===== src/rtl/soc_pkg.sv =====
// Shared definitions for the bring-up console: baud divisor helper,
// ASCII base for button characters and the UART FSM state encodings.
package soc_pkg;

    localparam logic [7:0] ASCII_ZERO = 8'h30;

    typedef enum logic [1:0] {
        RX_IDLE,
        RX_START,
        RX_DATA,
        RX_STOP
    } rx_state_e;

    typedef enum logic [1:0] {
        TX_IDLE,
        TX_START,
        TX_DATA,
        TX_STOP
    } tx_state_e;

    // Clocks per UART bit, integer truncation; the result must be >= 4.
    function automatic int unsigned calc_divisor(input int unsigned clk_freq,
                                                 input int unsigned baud);
        return clk_freq / baud;
    endfunction

endpackage


===== src/rtl/uart_core.sv =====
// 8N1 UART receiver and transmitter sharing one bit divisor.
// rx is expected to be synchronised already; tx is a registered output.
module uart_core
    import soc_pkg::*;
#(
    parameter int unsigned DIVISOR = 868
) (
    input  logic       clk,
    input  logic       rst,
    input  logic       rx,
    output logic       tx,
    output logic [7:0] rx_data,
    output logic       rx_valid,
    input  logic [7:0] tx_data,
    input  logic       tx_start,
    output logic       tx_busy
);

    localparam int unsigned CNT_W = $clog2(DIVISOR);
    localparam logic [CNT_W-1:0] CNT_BIT  = CNT_W'(DIVISOR - 1);
    localparam logic [CNT_W-1:0] CNT_HALF = CNT_W'(DIVISOR / 2 - 1);
    localparam logic [CNT_W-1:0] CNT_ONE  = CNT_W'(1);

    rx_state_e        rx_state, rx_state_n;
    logic [CNT_W-1:0] rx_cnt, rx_cnt_n;
    logic [2:0]       rx_idx, rx_idx_n;
    logic [7:0]       rx_sh, rx_sh_n;
    logic             rx_armed, rx_armed_n;
    logic             rx_valid_n;

    tx_state_e        tx_state, tx_state_n;
    logic [CNT_W-1:0] tx_cnt, tx_cnt_n;
    logic [2:0]       tx_idx, tx_idx_n;
    logic [7:0]       tx_sh, tx_sh_n;
    logic             tx_n;

    assign rx_data = rx_sh;

    // State and datapath registers of both FSMs.
    always_ff @(posedge clk or posedge rst) begin
        if (rst) begin
            rx_state <= RX_IDLE;
            rx_cnt   <= '0;
            rx_idx   <= '0;
            rx_sh    <= '0;
            rx_armed <= 1'b0;
            rx_valid <= 1'b0;
            tx_state <= TX_IDLE;
            tx_cnt   <= '0;
            tx_idx   <= '0;
            tx_sh    <= '0;
            tx       <= 1'b1;
        end else begin
            rx_state <= rx_state_n;
            rx_cnt   <= rx_cnt_n;
            rx_idx   <= rx_idx_n;
            rx_sh    <= rx_sh_n;
            rx_armed <= rx_armed_n;
            rx_valid <= rx_valid_n;
            tx_state <= tx_state_n;
            tx_cnt   <= tx_cnt_n;
            tx_idx   <= tx_idx_n;
            tx_sh    <= tx_sh_n;
            tx       <= tx_n;
        end
    end

    // Receiver next state: half-bit start check, then sample every DIVISOR.
    // After any frame IDLE waits for the line to go high before re-arming,
    // so a held-low line (break) cannot retrigger reception.
    always_comb begin
        rx_state_n = rx_state;
        rx_cnt_n   = rx_cnt;
        rx_idx_n   = rx_idx;
        rx_sh_n    = rx_sh;
        rx_armed_n = rx_armed;
        rx_valid_n = 1'b0;
        unique case (rx_state)
            RX_IDLE: begin
                if (!rx_armed) begin
                    if (rx) rx_armed_n = 1'b1;
                end else if (!rx) begin
                    rx_state_n = RX_START;
                    rx_cnt_n   = CNT_HALF;
                end
            end
            RX_START: begin
                if (rx_cnt == '0) begin
                    if (rx) begin
                        rx_state_n = RX_IDLE;
                        rx_armed_n = 1'b0;
                    end else begin
                        rx_state_n = RX_DATA;
                        rx_cnt_n   = CNT_BIT;
                        rx_idx_n   = '0;
                    end
                end else begin
                    rx_cnt_n = rx_cnt - CNT_ONE;
                end
            end
            RX_DATA: begin
                if (rx_cnt == '0) begin
                    rx_sh_n  = {rx, rx_sh[7:1]};
                    rx_cnt_n = CNT_BIT;
                    if (rx_idx == 3'd7) rx_state_n = RX_STOP;
                    else                rx_idx_n   = rx_idx + 3'd1;
                end else begin
                    rx_cnt_n = rx_cnt - CNT_ONE;
                end
            end
            RX_STOP: begin
                if (rx_cnt == '0) begin
                    rx_valid_n = rx;
                    rx_state_n = RX_IDLE;
                    rx_armed_n = 1'b0;
                end else begin
                    rx_cnt_n = rx_cnt - CNT_ONE;
                end
            end
            default: rx_state_n = RX_IDLE;
        endcase
    end

    // Transmitter next state: each bit held exactly DIVISOR cycles. A start
    // request in the last stop-bit cycle chains the next frame with no gap.
    always_comb begin
        tx_state_n = tx_state;
        tx_cnt_n   = tx_cnt;
        tx_idx_n   = tx_idx;
        tx_sh_n    = tx_sh;
        tx_n       = tx;
        unique case (tx_state)
            TX_IDLE: begin
                if (tx_start) begin
                    tx_state_n = TX_START;
                    tx_cnt_n   = CNT_BIT;
                    tx_sh_n    = tx_data;
                    tx_n       = 1'b0;
                end
            end
            TX_START: begin
                if (tx_cnt == '0) begin
                    tx_state_n = TX_DATA;
                    tx_cnt_n   = CNT_BIT;
                    tx_idx_n   = '0;
                    tx_n       = tx_sh[0];
                end else begin
                    tx_cnt_n = tx_cnt - CNT_ONE;
                end
            end
            TX_DATA: begin
                if (tx_cnt == '0) begin
                    tx_cnt_n = CNT_BIT;
                    if (tx_idx == 3'd7) begin
                        tx_state_n = TX_STOP;
                        tx_n       = 1'b1;
                    end else begin
                        tx_idx_n = tx_idx + 3'd1;
                        tx_sh_n  = {1'b0, tx_sh[7:1]};
                        tx_n     = tx_sh[1];
                    end
                end else begin
                    tx_cnt_n = tx_cnt - CNT_ONE;
                end
            end
            TX_STOP: begin
                if (tx_cnt == '0) begin
                    if (tx_start) begin
                        tx_state_n = TX_START;
                        tx_cnt_n   = CNT_BIT;
                        tx_sh_n    = tx_data;
                        tx_n       = 1'b0;
                    end else begin
                        tx_state_n = TX_IDLE;
                    end
                end else begin
                    tx_cnt_n = tx_cnt - CNT_ONE;
                end
            end
            default: tx_state_n = TX_IDLE;
        endcase
    end

    // Busy drops during the final stop-bit cycle so a new frame can follow.
    always_comb begin
        tx_busy = !((tx_state == TX_IDLE) ||
                    ((tx_state == TX_STOP) && (tx_cnt == '0)));
    end

endmodule


===== src/rtl/system.sv =====
// Bring-up console top: input synchronisers, echo/button TX arbiter,
// LED latch of the last good byte, and the UART core.
module system
    import soc_pkg::*;
#(
    parameter int unsigned CLK_FREQ = 100000000,
    parameter int unsigned BAUD     = 115200
) (
    input  logic       clk,
    input  logic       rst,
    input  logic [3:0] btn,
    input  logic       uart_rx,
    output logic       uart_tx,
    output logic [7:0] led
);

    // Clocks per bit; must be at least 4 for the half-bit start check.
    localparam int unsigned DIVISOR = calc_divisor(CLK_FREQ, BAUD);

    logic [1:0] rx_sync;
    logic [3:0] btn_s1, btn_s2, btn_prev;
    logic [3:0] btn_rise;

    logic [7:0] rx_data;
    logic       rx_valid;
    logic [7:0] tx_data;
    logic       tx_start;
    logic       tx_busy;

    logic       echo_pend;
    logic [7:0] echo_byte;
    logic [3:0] btn_pend;

    logic       grant_echo;
    logic [3:0] grant_btn;
    logic [1:0] btn_idx;
    logic       btn_found;

    // Two-flop synchronisers reset to idle levels; previous-button register for edges.
    always_ff @(posedge clk or posedge rst) begin
        if (rst) begin
            rx_sync  <= 2'b11;
            btn_s1   <= '0;
            btn_s2   <= '0;
            btn_prev <= '0;
        end else begin
            rx_sync  <= {rx_sync[0], uart_rx};
            btn_s1   <= btn;
            btn_s2   <= btn_s1;
            btn_prev <= btn_s2;
        end
    end

    assign btn_rise = btn_s2 & ~btn_prev;

    // Pending work: one echo slot (newest byte wins) and a merged button mask.
    always_ff @(posedge clk or posedge rst) begin
        if (rst) begin
            echo_pend <= 1'b0;
            echo_byte <= '0;
            btn_pend  <= '0;
            led       <= '0;
        end else begin
            if (rx_valid) begin
                echo_pend <= 1'b1;
                echo_byte <= rx_data;
                led       <= rx_data;
            end else if (grant_echo) begin
                echo_pend <= 1'b0;
            end
            btn_pend <= (btn_pend & ~grant_btn) | btn_rise;
        end
    end

    // Grant when TX can accept: echo first, else lowest pending button.
    always_comb begin
        btn_idx   = '0;
        btn_found = 1'b0;
        for (int unsigned i = 0; i < 4; i++) begin
            if (btn_pend[i] && !btn_found) begin
                btn_found = 1'b1;
                btn_idx   = 2'(i);
            end
        end
        tx_start   = !tx_busy && (echo_pend || btn_found);
        grant_echo = tx_start && echo_pend;
        grant_btn  = (tx_start && !echo_pend) ? (4'b0001 << btn_idx) : '0;
        tx_data    = echo_pend ? echo_byte : (ASCII_ZERO + {6'b0, btn_idx});
    end

    uart_core #(
        .DIVISOR(DIVISOR)
    ) u_core (
        .clk     (clk),
        .rst     (rst),
        .rx      (rx_sync[1]),
        .tx      (uart_tx),
        .rx_data (rx_data),
        .rx_valid(rx_valid),
        .tx_data (tx_data),
        .tx_start(tx_start),
        .tx_busy (tx_busy)
    );

endmodule


===== config.mk =====
export PLATFORM = sky130hd
export DESIGN_NAME = system
export DESIGN_NICKNAME = d
export VERILOG_FILES = /design/src/rtl/soc_pkg.sv /design/src/rtl/uart_core.sv /design/src/rtl/system.sv
export SDC_FILE = /design/constraint.sdc
export NUM_CORES = 1
export LEC_CHECK = 0
export CAP_MARGIN = 20
export CELL_PAD_IN_SITES_DETAIL_PLACEMENT = 0
export CELL_PAD_IN_SITES_GLOBAL_PLACEMENT = 1
export CORE_UTILIZATION = 40
export DETAILED_ROUTE_END_ITERATION = 10
export PLACE_DENSITY = 0.78
export RECOVER_POWER = 25
export SLEW_MARGIN = 0
export SYNTH_ARGS = -nofsm -noshare
export SYNTH_HDL_FRONTEND = slang
export SYNTH_SLANG_ARGS = --single-unit

===== constraint.sdc =====
create_clock -name clk -period 2.4 [get_ports clk]
set_clock_uncertainty 0.05 [all_clocks]
set_input_delay 0.48 -clock clk [delete_from_list [all_inputs] [get_ports clk]]
set_output_delay 0.48 -clock clk [all_outputs]
set_load 0.03 [all_outputs]

==> Word-level counts from Yosys, hierarchy flattened <==
Index checks and enable logic that the tools add are counted.
{ "op_classes": {"addsub": 5, "n_reduce_logical": 32, "n_eq_ne": 25, "shift": 1, "muxes": 65, "bitwise": 5} }
{ "ops": {"columns": ["operator", "n"], "rows": [
  ["10-bit two-way mux", 9],
  ["8-bit two-way mux", 5],
  ["10-bit case mux with 4 select lines", 1],
  ["10-bit case mux with 3 select lines", 1],
  ["2-bit two-way mux", 14],
  ["8-bit case mux with 3 select lines", 1],
  ["3-bit two-way mux", 7],
  ["10-bit zero test", 2],
  ["1-bit two-way mux", 20],
  ["10-bit by 1-bit subtractor with 10-bit output, second input constant", 2],
  ["2-bit by 1-bit != test with 1-bit output, second input constant", 9],
  ["2-bit case mux with 4 select lines", 2],
  ["4-bit AND reduction", 4],
  ["2-bit != test, second input constant", 7],
  ["3-bit case mux with 2 select lines", 2],
  ["5-bit AND reduction", 2],
  ["4-bit AND", 2],
  ["2-bit equality test, second input constant", 4],
  ["4-bit inverter", 2],
  ["6-bit by 2-bit adder with 7-bit output, first input constant", 1],
  ["1-bit logical AND", 7],
  ["3-bit by 1-bit adder with 3-bit output, second input constant", 2],
  ["3-bit equality test, second input constant", 2],
  ["6-bit AND reduction", 1],
  ["other kinds (15)", 24]
]} }
{ "totals": {"wordCells": 151, "output_inout_bits": 9, "in_bits": 7, "regBits": 76} }

==> Depth between registers and ports, before layout <==
Gate-level depths: netlist (run 1).
{ "depth": {"ltp_word": 17, "mapped_depth": 9, "ltp_nobuf": 7} }

==> By module <==
Synthesis (run 1) repeated with hierarchy kept, for this count alone.
{ "hier_totals": {"hier_cells": 373, "area_unflattened_um2": 4051.4} }
{ "modules_own_cells": {"columns": ["module", "n_inst", "cells_per_inst", "seq_area_each_um2", "area_per_inst_um2"], "rows": [
  ["uart_core", 1, 306, 1227.4, 3106.7],
  ["system", 1, 67, 678.2, 944.7]
]} }

==> Worst setup path before layout (run 1) <==
Ideal clock, no wire load.
{ "synth_timing": {"path_type": "register to register", "startpoint": "register u_core.rx_state[0]", "endpoint": "register u_core.rx_cnt[3]", "n_path_buf": 2, "t_required_ps": 2286, "period_less_slack_ps": 2110, "path_slack_ps": 290, "path_stages_with_launch": 10, "setup_time_ps": 64, "arrival_ps": 1996, "cell_sequence": "dfrtp_1 -> inv_1 -> ha_1 -> clkbuf_1 -> nor2_1 -> or2_2 -> clkbuf_1 -> a21o_1 -> nor4b_1 -> a21o_1"} }
{ "synth_between": {"elab_chain_len": 3, "word_cells_on_any_way": 10, "classes_between": "eq/ne: 7; mux: 1; reduce/logical: 2"} }
{ "synth_rtl": {"columns": ["element", "line", "text"], "rows": [
  ["start: declaration", "uart_core.sv:24", "rx_state_e rx_state, rx_state_n;"],
  ["start signal: assignment", "uart_core.sv:54", "rx_state <= rx_state_n;"],
  ["2-bit by 1-bit equality test with 1-bit output, or another cell as far along", "uart_core.sv:78", "unique case (rx_state)"],
  ["3-bit != test (no source line), or another cell as far along", null, null],
  ["4-bit AND reduction (no source line)", null, null],
  ["end signal: assignment", "uart_core.sv:55", "rx_cnt <= rx_cnt_n;"],
  ["end: declaration", "uart_core.sv:25", "logic [CNT_W-1:0] rx_cnt, rx_cnt_n;"]
]} }
Parallel ways exist; a longest one is shown, timed or not.
A chain may end at the register's enable or synchronous reset.

==> Final worst setup path (run 1) <==
{ "layout_timing": {"startpoint": "register u_core.tx_cnt[0]", "endpoint": "register btn_pend[3]"} }
{ "layout_between": {"elab_chain_len": 9} }
{ "layout_rtl": {"columns": ["element", "line", "text"], "rows": [
  ["start: declaration", "uart_core.sv:32", "logic [CNT_W-1:0] tx_cnt, tx_cnt_n;"],
  ["start signal: assignment", "uart_core.sv:61", "tx_cnt <= tx_cnt_n;"],
  ["10-bit zero test", "uart_core.sv:187", "((tx_state == TX_STOP) && (tx_cnt == '0)));"],
  ["1-bit logical AND", "uart_core.sv:187", null],
  ["1-bit logical OR", "uart_core.sv:186", "tx_busy = !((tx_state == TX_IDLE) ||"],
  ["1-bit logical AND", "system.sv:85", "tx_start = !tx_busy && (echo_pend || btn_found);"],
  ["1-bit logical AND", "system.sv:87", "grant_btn = (tx_start && !echo_pend) ? (4'b0001 << btn_idx) : '0;"],
  ["4-bit two-way mux", "system.sv:87", null],
  ["4-bit inverter", "system.sv:71", "btn_pend <= (btn_pend & ~grant_btn) | btn_rise;"],
  ["4-bit AND", "system.sv:71", null],
  ["4-bit bitwise OR", "system.sv:71", null],
  ["end signal: assignment", "system.sv:71", null],
  ["end: declaration", "system.sv:32", "logic [3:0] btn_pend;"]
]} }
Every way passes these cells.

==> results of run 1 <==
-- power groups by stage --
| stage | Sequential [mW] | Combinational [mW] | Clock [mW] |
|---|---|---|---|
| 6_report | 1.86 | 2.55 | 1.08 |
| 3_3_place_gp | 1.87 | 2.51 | 0 |
| 4_1_cts | 1.85 | 2.54 | 1.11 |
| 5_1_grt | 1.90 | 2.87 | 1.17 |
| 3_5_place_dp | 1.88 | 2.53 | 0 |
| 2_1_floorplan | 1.83 | 1.89 | 0 |
-- worst max-delay path: stages (launching register included) --
cell     delay, ns
dfrtp_1       0.40
inv_1         0.12
ha_1          0.18
nor2b_1       0.29
a41oi_2       0.34
or2_2         0.41
o31ai_1       0.18
o21ai_0       0.12
-- registers in the layout, indices dropped and copies added (netlist names), named ones only --
| register | count |
|---|---|
| btn_pend | 4 |
| btn_prev | 4 |
| btn_s1 | 4 |
| btn_s2 | 4 |
| echo_byte | 8 |
| echo_pend | 1 |
| rx_sync | 2 |
| u_core.rx_armed | 1 |
| u_core.rx_cnt | 10 |
| u_core.rx_data | 8 |
| u_core.rx_idx | 3 |
| u_core.rx_state | 1 |
| u_core.rx_valid | 1 |
| u_core.tx | 1 |
| u_core.tx_cnt | 10 |
| u_core.tx_idx | 3 |
| u_core.tx_sh | 8 |
| u_core.tx_state | 2 |
-- synth_stat cells (all sizes together), types with 2 or more instances --
library cell	n	area, µm²
mux2	17	191.4
dfrtp	73	1827
nor3	9	45.04
a22o	11	96.34
nor2	26	102.6
o21ai	35	175.2
a22oi	2	15.01
nand2b	3	18.77
dfstp	3	78.83
a41oi	4	42.55
a32oi	5	43.79
o2bb2ai	2	17.52
clkbuf	13	48.80
a21oi	19	95.09
a32o	2	20.02
o22ai	7	43.79
a21boi	2	15.01
nand3	6	35.03
o31ai	6	58.81
o21a	3	22.52
nor4	4	61.31
a31oi	5	31.28
or3	2	12.51
or4	3	22.52
ha	17	212.7
o22a	7	62.56
a21o	5	37.54
inv	28	105.1
nor2b	4	25.02
nand2	26	97.59
or2	6	37.54
-- layer usage --
| layer | routed length (µm) | track usage (%) |
|---|---|---|
| met1 | 3543 | 21.12 |
| met5 | 0 | 0 |
| met2 | 3821 | 28.59 |
| met4 | 108 | 5.686 |
| met3 | 208 | 4.109 |
-- stage by stage --
| step | hold slack [ns] | TNS, ns | total power [mW] | setup WS (ns) |
|---|---|---|---|---|
| 2_1_floorplan | 0.2812 | 0 | 3.722 | 0.2899 |
| 3_3_place_gp | 0.2847 | 0 | 4.383 | 0.2537 |
| 3_5_place_dp | 0.2864 | 0 | 4.408 | 0.1847 |
| 4_1_cts | 0.3110 | 0 | 5.512 | 0.1635 |
| 5_1_grt | 0.3120 | -0.07992 | 5.938 | -0.02519 |
| 6_report | 0.3045 | 0 | 5.483 | 0.1786 |
-- cell usage in the layout (no fill, tap or decap), types with 2 or more instances in the layout --
| cell | n |
|---|---|
| dfstp_2 | 3 |
| o21ai_0 | 34 |
| a21oi_1 | 19 |
| clkdlybuf4s50_1 | 9 |
| nand3_1 | 5 |
| dfrtp_1 | 73 |
| buf_4 | 17 |
| or3_1 | 2 |
| nor2_1 | 24 |
| nand2_1 | 26 |
| a21boi_0 | 2 |
| o22a_1 | 6 |
| a41oi_1 | 3 |
| mux2_2 | 17 |
| inv_1 | 27 |
| clkbuf_8 | 9 |
| a22oi_1 | 2 |
| or4_1 | 3 |
| o2bb2ai_1 | 2 |
| or2_2 | 6 |
| clkinv_4 | 2 |
| ha_1 | 17 |
| dlygate4sd3_1 | 6 |
| a22o_1 | 11 |
| nor4_4 | 2 |
| bufinv_16 | 2 |
| a31oi_1 | 5 |
| nor2b_1 | 4 |
| a32o_1 | 2 |
| a32oi_1 | 5 |
| nand2b_1 | 3 |
| nor3_1 | 9 |
| o21a_1 | 3 |
| o31ai_1 | 5 |
| a21o_1 | 5 |
| o22ai_1 | 7 |
-- repair_timing --
| item | in CTS | in global routing |
|---|---|---|
| hold buffers | 0 | 0 |
| gates resized for setup | 0 | 1 |
| setup endpoints to repair | 0 | 5 |
-- worst paths after layout --
check | start | endpoint | slack [ns] | cells past startpoint
worst max register to register | u_core.tx_cnt[0] | btn_pend[3] | 0.18 | 7
worst min-delay path | btn_s1[1] | btn_s2[1] | 0.30 | 0
min in group asynchronous | rst | u_core.rx_idx[2] | 0.65 | 2
worst max-delay path | u_core.tx_cnt[0] | btn_pend[3] | 0.18 | 7
max in group asynchronous | rst | u_core.tx_sh[5] | 0.60 | 3
worst min register to register | btn_s1[1] | btn_s2[1] | 0.30 | 0
-- layout make-up --
class | count | area [µm²]
Fill cell | 871 | 4796
Sequential cell | 76 | 1906
Multi-Input combinational cell | 255 | 1789
Timing Repair Buffer | 34 | 302.8
Tap cell | 129 | 161.4
Clock buffer | 9 | 123.9
Inverter | 28 | 106.4
Clock inverter | 7 | 98.84
-- kinds of logic (layout without fill, tap and decap cells) --
group                    Yosys count  in the layout
adder cells (fa/ha/maj)           17             17
AND/OR/NAND/NOR                   94             94
XOR/XNOR                           1              1
flip-flops                        76             76
multiplexers                      18             18
buffers and inverters             41             78
AO/OA/AOI/OAI                    125            125
==> impl_metrics.yaml, run 1 <==
drt:
  drt_iter0_markers: 100
  post_drt_wl_per_cell_um: 14.28
  dr.pass1.iters: 4
  drc: 0
  ant_nets: 0
  wirelength_um: 7682
  vias: 2890
  vias_per_cell: 5.372
synth:
  synthFlopType: "dfrtp_1"
  yosys.area_share.simple_pct: 12.83
  ys.warnings.count: 0
  synthesis.nets: 396
  synthAdderAreaFrac_pct: 5.534
  synthArstFlopShare_pct: 100.0
  synth.distinct_cells: 56
  synth_edf_count: 0
  netlist_instances: 372
  synth_top_family_by_area: "compound AO/OA/AOI/OAI gates"
  ys_seq_area_share_pct: 49.58
  synth_area_mm2: 0.003844
  muxShareOfSynthArea_pct: 5.241
  synth_compound_area_share_pct: 22.59
  synth_xor_area_share_pct: 0.2279
  ys_ff_latch: 76
  syn_area_per_cell_um2: 10.33
die:
  start_util_pct: 41.40
  io_pins: 16
  placementRows: 35
  coreArea_mm2: 0.009284
  die_w_um: 100.0
  die_area_mm2: 0.01001
  dieHeight_um: 100.0
sta:
  rsz0062_at_grt: "yes"
  maxSlewViolCount: 0
  final.min_clock_period_ns: 2.221
  slew_headroom_pct: 45.45
  finalHoldViolCount: 0
  fmax_mhz: 450.2
  setup_viol: 0
  finalCritPeriodShare_pct: 92.56
  worstMarginPinSlew_ns: 0.8137
layout:
  insertedDiodeCount: 0
  post-route-util_pct: 48.34
  drive_gt1_share_pct: 17.60
  nNetsFinal: 428
  final_design_area_no_fill_mm2: 0.004488
  area_growth_pct: 16.76
  fin_cells: 538
clocking:
  post_cts_buffers: 0
  root_buffer: "clkbuf_8"
  path_clk_slew_ns: 0.08
  clock_path_buffers: 2
  clock-sinks: 76
  cts_htree_levels: 3
  cts_inserted_buffers: 9
  cts_tree: "built"
  clock_latency_ns: 0.34
power:
  p_sw_mw: 2.211
  swShare_pct: 40.32
  power_density_mw_per_mm2: 1222
  p_comb_share_pct: 46.5
  ir_worst_vdd_uv: 646.4
  p_leak_nw: 2.009
  p_int_mw: 3.272
  seq_power_share_pct: 33.8
  clock_power_share_pct: 19.6
global_routing:
  first_global_vias: 2828
  antenna_found_initial: 0
  groute.usage.overall_pct: 16.85
  grt_pass1_wl_um: 13410
  grt_max_degree: 36
  overflow: 0
outcome:
  status: "finished clean"
placement:
  dpl_cell_area_mm2: 0.004278
  dp.cells: 522
  portBuffers: 15
  place_congestion: 0.8243
  dpl.hpwl_um: 5502
critical_path:
  worstSetupPathType: "reg -> reg"
  start_kind: "flop"
  crit_required_ns: 2.56
  critPathMaxFanout: 8
  arrival_ns: 2.38
  crit_path_end_kind: "flop"
hold_path:
  hp-class: "reg -> reg"
flow_run:
  cap_violations: 0
Note: power is estimated with default switching activity, not from simulation.
==> inputs of run 2 (changes only) <==
--- a/config.mk
+++ b/config.mk
@@ -10,6 +10,7 @@
 export CELL_PAD_IN_SITES_GLOBAL_PLACEMENT = 1
 export CORE_UTILIZATION = 40
 export DETAILED_ROUTE_END_ITERATION = 10
+export GPL_TIMING_DRIVEN = 0
 export PLACE_DENSITY = 0.78
 export RECOVER_POWER = 25
 export SLEW_MARGIN = 0
==> run 2 against run 1 <==
  * Critical path type unchanged
  * Via count down 0.55%
  * Largest power group unchanged
  * Register-to-register slack worse by 0.06 ns
  * Non-clock buffer count down 1
  * Combinational power about the same
  * Maximum frequency down 2.7%
  * Largest cell class unchanged
==> impl_metrics.yaml, run 2 (synthesis results as in run 1) <==
power:
  ir_worst_vdd_uv: 672.8
  p_leak_nw: 1.963
  totalPowerFinal_mw: 5.438
  power_density_mw_per_mm2: 1214
layout:
  drive_gt1_share_pct: 15.93
  regArea_mm2: 0.001906
  final_cell_mix: "73 x dfrtp_1, 34 x o21ai_0, 27 x inv_1"
  area_growth_pct: 16.54
  mostFrequentLayoutCell: "dfrtp_1"
  top_regs: "u_core.rx_cnt x10, u_core.tx_cnt x10"
  fillers: 927
  post-route-util_pct: 48.25
  nNetsFinal: 427
  multiInputGateArea_mm2: 0.001831
  insertedDiodeCount: 0
  final_design_area_no_fill_mm2: 0.004479
global_routing:
  overflow: 0
  busiest_layer: "met2"
  grt_use_met3_pct: 4.457
  global_route.usage.met2_pct: 30.56
  grt_max_degree: 36
  first_global_vias: 3029
  groute.usage.overall_pct: 18.02
  grt_pass1_wl_um: 14310
  antenna_found_initial: 0
  use_met1_pct: 22.54
critical_path:
  reg2reg_slack_ns: 0.12
  reg2reg_from: "u_core.rx_state[0]"
  arrival_ns: 2.53
  crit_required_ns: 2.64
  crit_path_end_kind: "flop"
  critPathMaxFanout: 8
  start_kind: "flop"
  r2r_cells: 8
  reg2reg_to: "u_core.rx_cnt[3]"
  worstSetupPathType: "reg -> reg"
drt:
  drt_iter0_markers: 99
  vias_per_cell: 5.352
  dr.pass1.iters: 4
  ant_nets: 0
  vias: 2874
  post_drt_wl_per_cell_um: 14.88
  wirelength_um: 7990
  drc: 0
sta:
  finalCritPeriodShare_pct: 95.10
  setup_viol: 0
  fmax_mhz: 438.1
  final.min_clock_period_ns: 2.282
  worstMarginPinSlew_ns: 0.9769
  maxSlewViolCount: 0
  finalHoldViolCount: 0
  slew_headroom_pct: 34.27
  whs_ns: 0.3082
  final.setup.tns_ns: 0
hold_path:
  hp-class: "reg -> reg"
  min_to: "btn_s2[2]"
  hp-start: "btn_s1[2]"
  min_path_cells: 0
placement:
  place_congestion: 0.8685
  portBuffers: 15
  dpl.hpwl_um: 5631
  dpl_cell_area_mm2: 0.004199
clocking:
  clock_latency_ns: 0.35
  cts_inserted_buffers: 9
  clock-sinks: 76
  path_clk_slew_ns: 0.08
  root_buffer: "clkbuf_8"
  cts_tree: "built"
  cts_htree_levels: 3
  clock_path_buffers: 2
  hold_buffers: 0
die:
  die_area_mm2: 0.01001
  io_pins: 16
  start_util_pct: 41.40
  placementRows: 35
  dieHeight_um: 100.0
  coreArea_mm2: 0.009284
  die_w_um: 100.0
flow_run:
  cap_violations: 0
outcome:
  status: "finished clean"
run 2: repair_timing:
action	4_1_cts	5_1_grt
gates cloned	0	0
endpoints found under the setup margin	5	23
resized for setup	2	9
pin swaps	0	2
setup buffers	0	4
run 2: worst max path at each step:
| stage | start | endpoint | slack (ns) | cells after the start |
|---|---|---|---|---|
| detailed placement | u_core.rx_state[0] | u_core.rx_cnt[3] | -0.07 | 9 |
| global route | u_core.rx_state[0] | u_core.rx_cnt[3] | -0.009 | 8 |
| global placement | u_core.rx_state[0] | u_core.rx_cnt[3] | -0.04 | 9 |
| CTS | u_core.tx_cnt[0] | u_core.tx_sh[7] | 0.004 | 7 |
| finish | u_core.rx_state[0] | u_core.rx_cnt[3] | 0.12 | 8 |
| floorplan | u_core.rx_state[0] | u_core.rx_cnt[3] | 0.29 | 9 |
run 2: critical path, stage by stage, from the launching register on:
cell      delay (ns)
dfrtp_1         0.40
inv_1           0.13
ha_1            0.51
nor2_4          0.10
or2_2           0.28
clkbuf_1        0.17
a21o_1          0.22
nor4b_1         0.26
a21o_1          0.12
run 2: final cells by class:
| cell class | count | area share, % |
|---|---|---|
| plain buffers | 12 | 1.034 |
| flip-flops and latches | 76 | 42.54 |
| inverters | 28 | 2.374 |
| repair buffers | 21 | 4.916 |
| clock buffers | 10 | 3.073 |
| multi-input cells | 255 | 40.87 |
| well taps | 129 | 3.603 |
| clock inverters | 6 | 1.592 |
run 2: routing by layer:
metal	wire length, µm	up-vias
met1	3606	1399
li1	-	1427
met4	110	0
met2	4069	38
met3	204	10
met5	0	-
run 2: stage by stage:
step	instances	worst slack, ns
2_1_floorplan	372	0.2899
3_3_place_gp	516	-0.03617
3_5_place_dp	518	-0.06947
4_1_cts	533	0.004097
5_1_grt	537	-0.008849
6_report	537	0.1176
run 2: report_power, final:
group,internal (mW),switching [mW]
Combinational,1.07,1.47
Sequential,1.58,0.296
Clock,0.518,0.507
Total,3.16,2.27
==> inputs of run 3 (changes only) <==
--- a/config.mk
+++ b/config.mk
@@ -9,6 +9,7 @@
 export CELL_PAD_IN_SITES_DETAIL_PLACEMENT = 0
 export CELL_PAD_IN_SITES_GLOBAL_PLACEMENT = 1
 export CORE_UTILIZATION = 40
+export CTS_CLUSTER_SIZE = 28
 export DETAILED_ROUTE_END_ITERATION = 10
 export GPL_TIMING_DRIVEN = 0
 export PLACE_DENSITY = 0.78
==> results of run 3 <==
No change in the layout: final DEF, timing and power equal those of run 2.
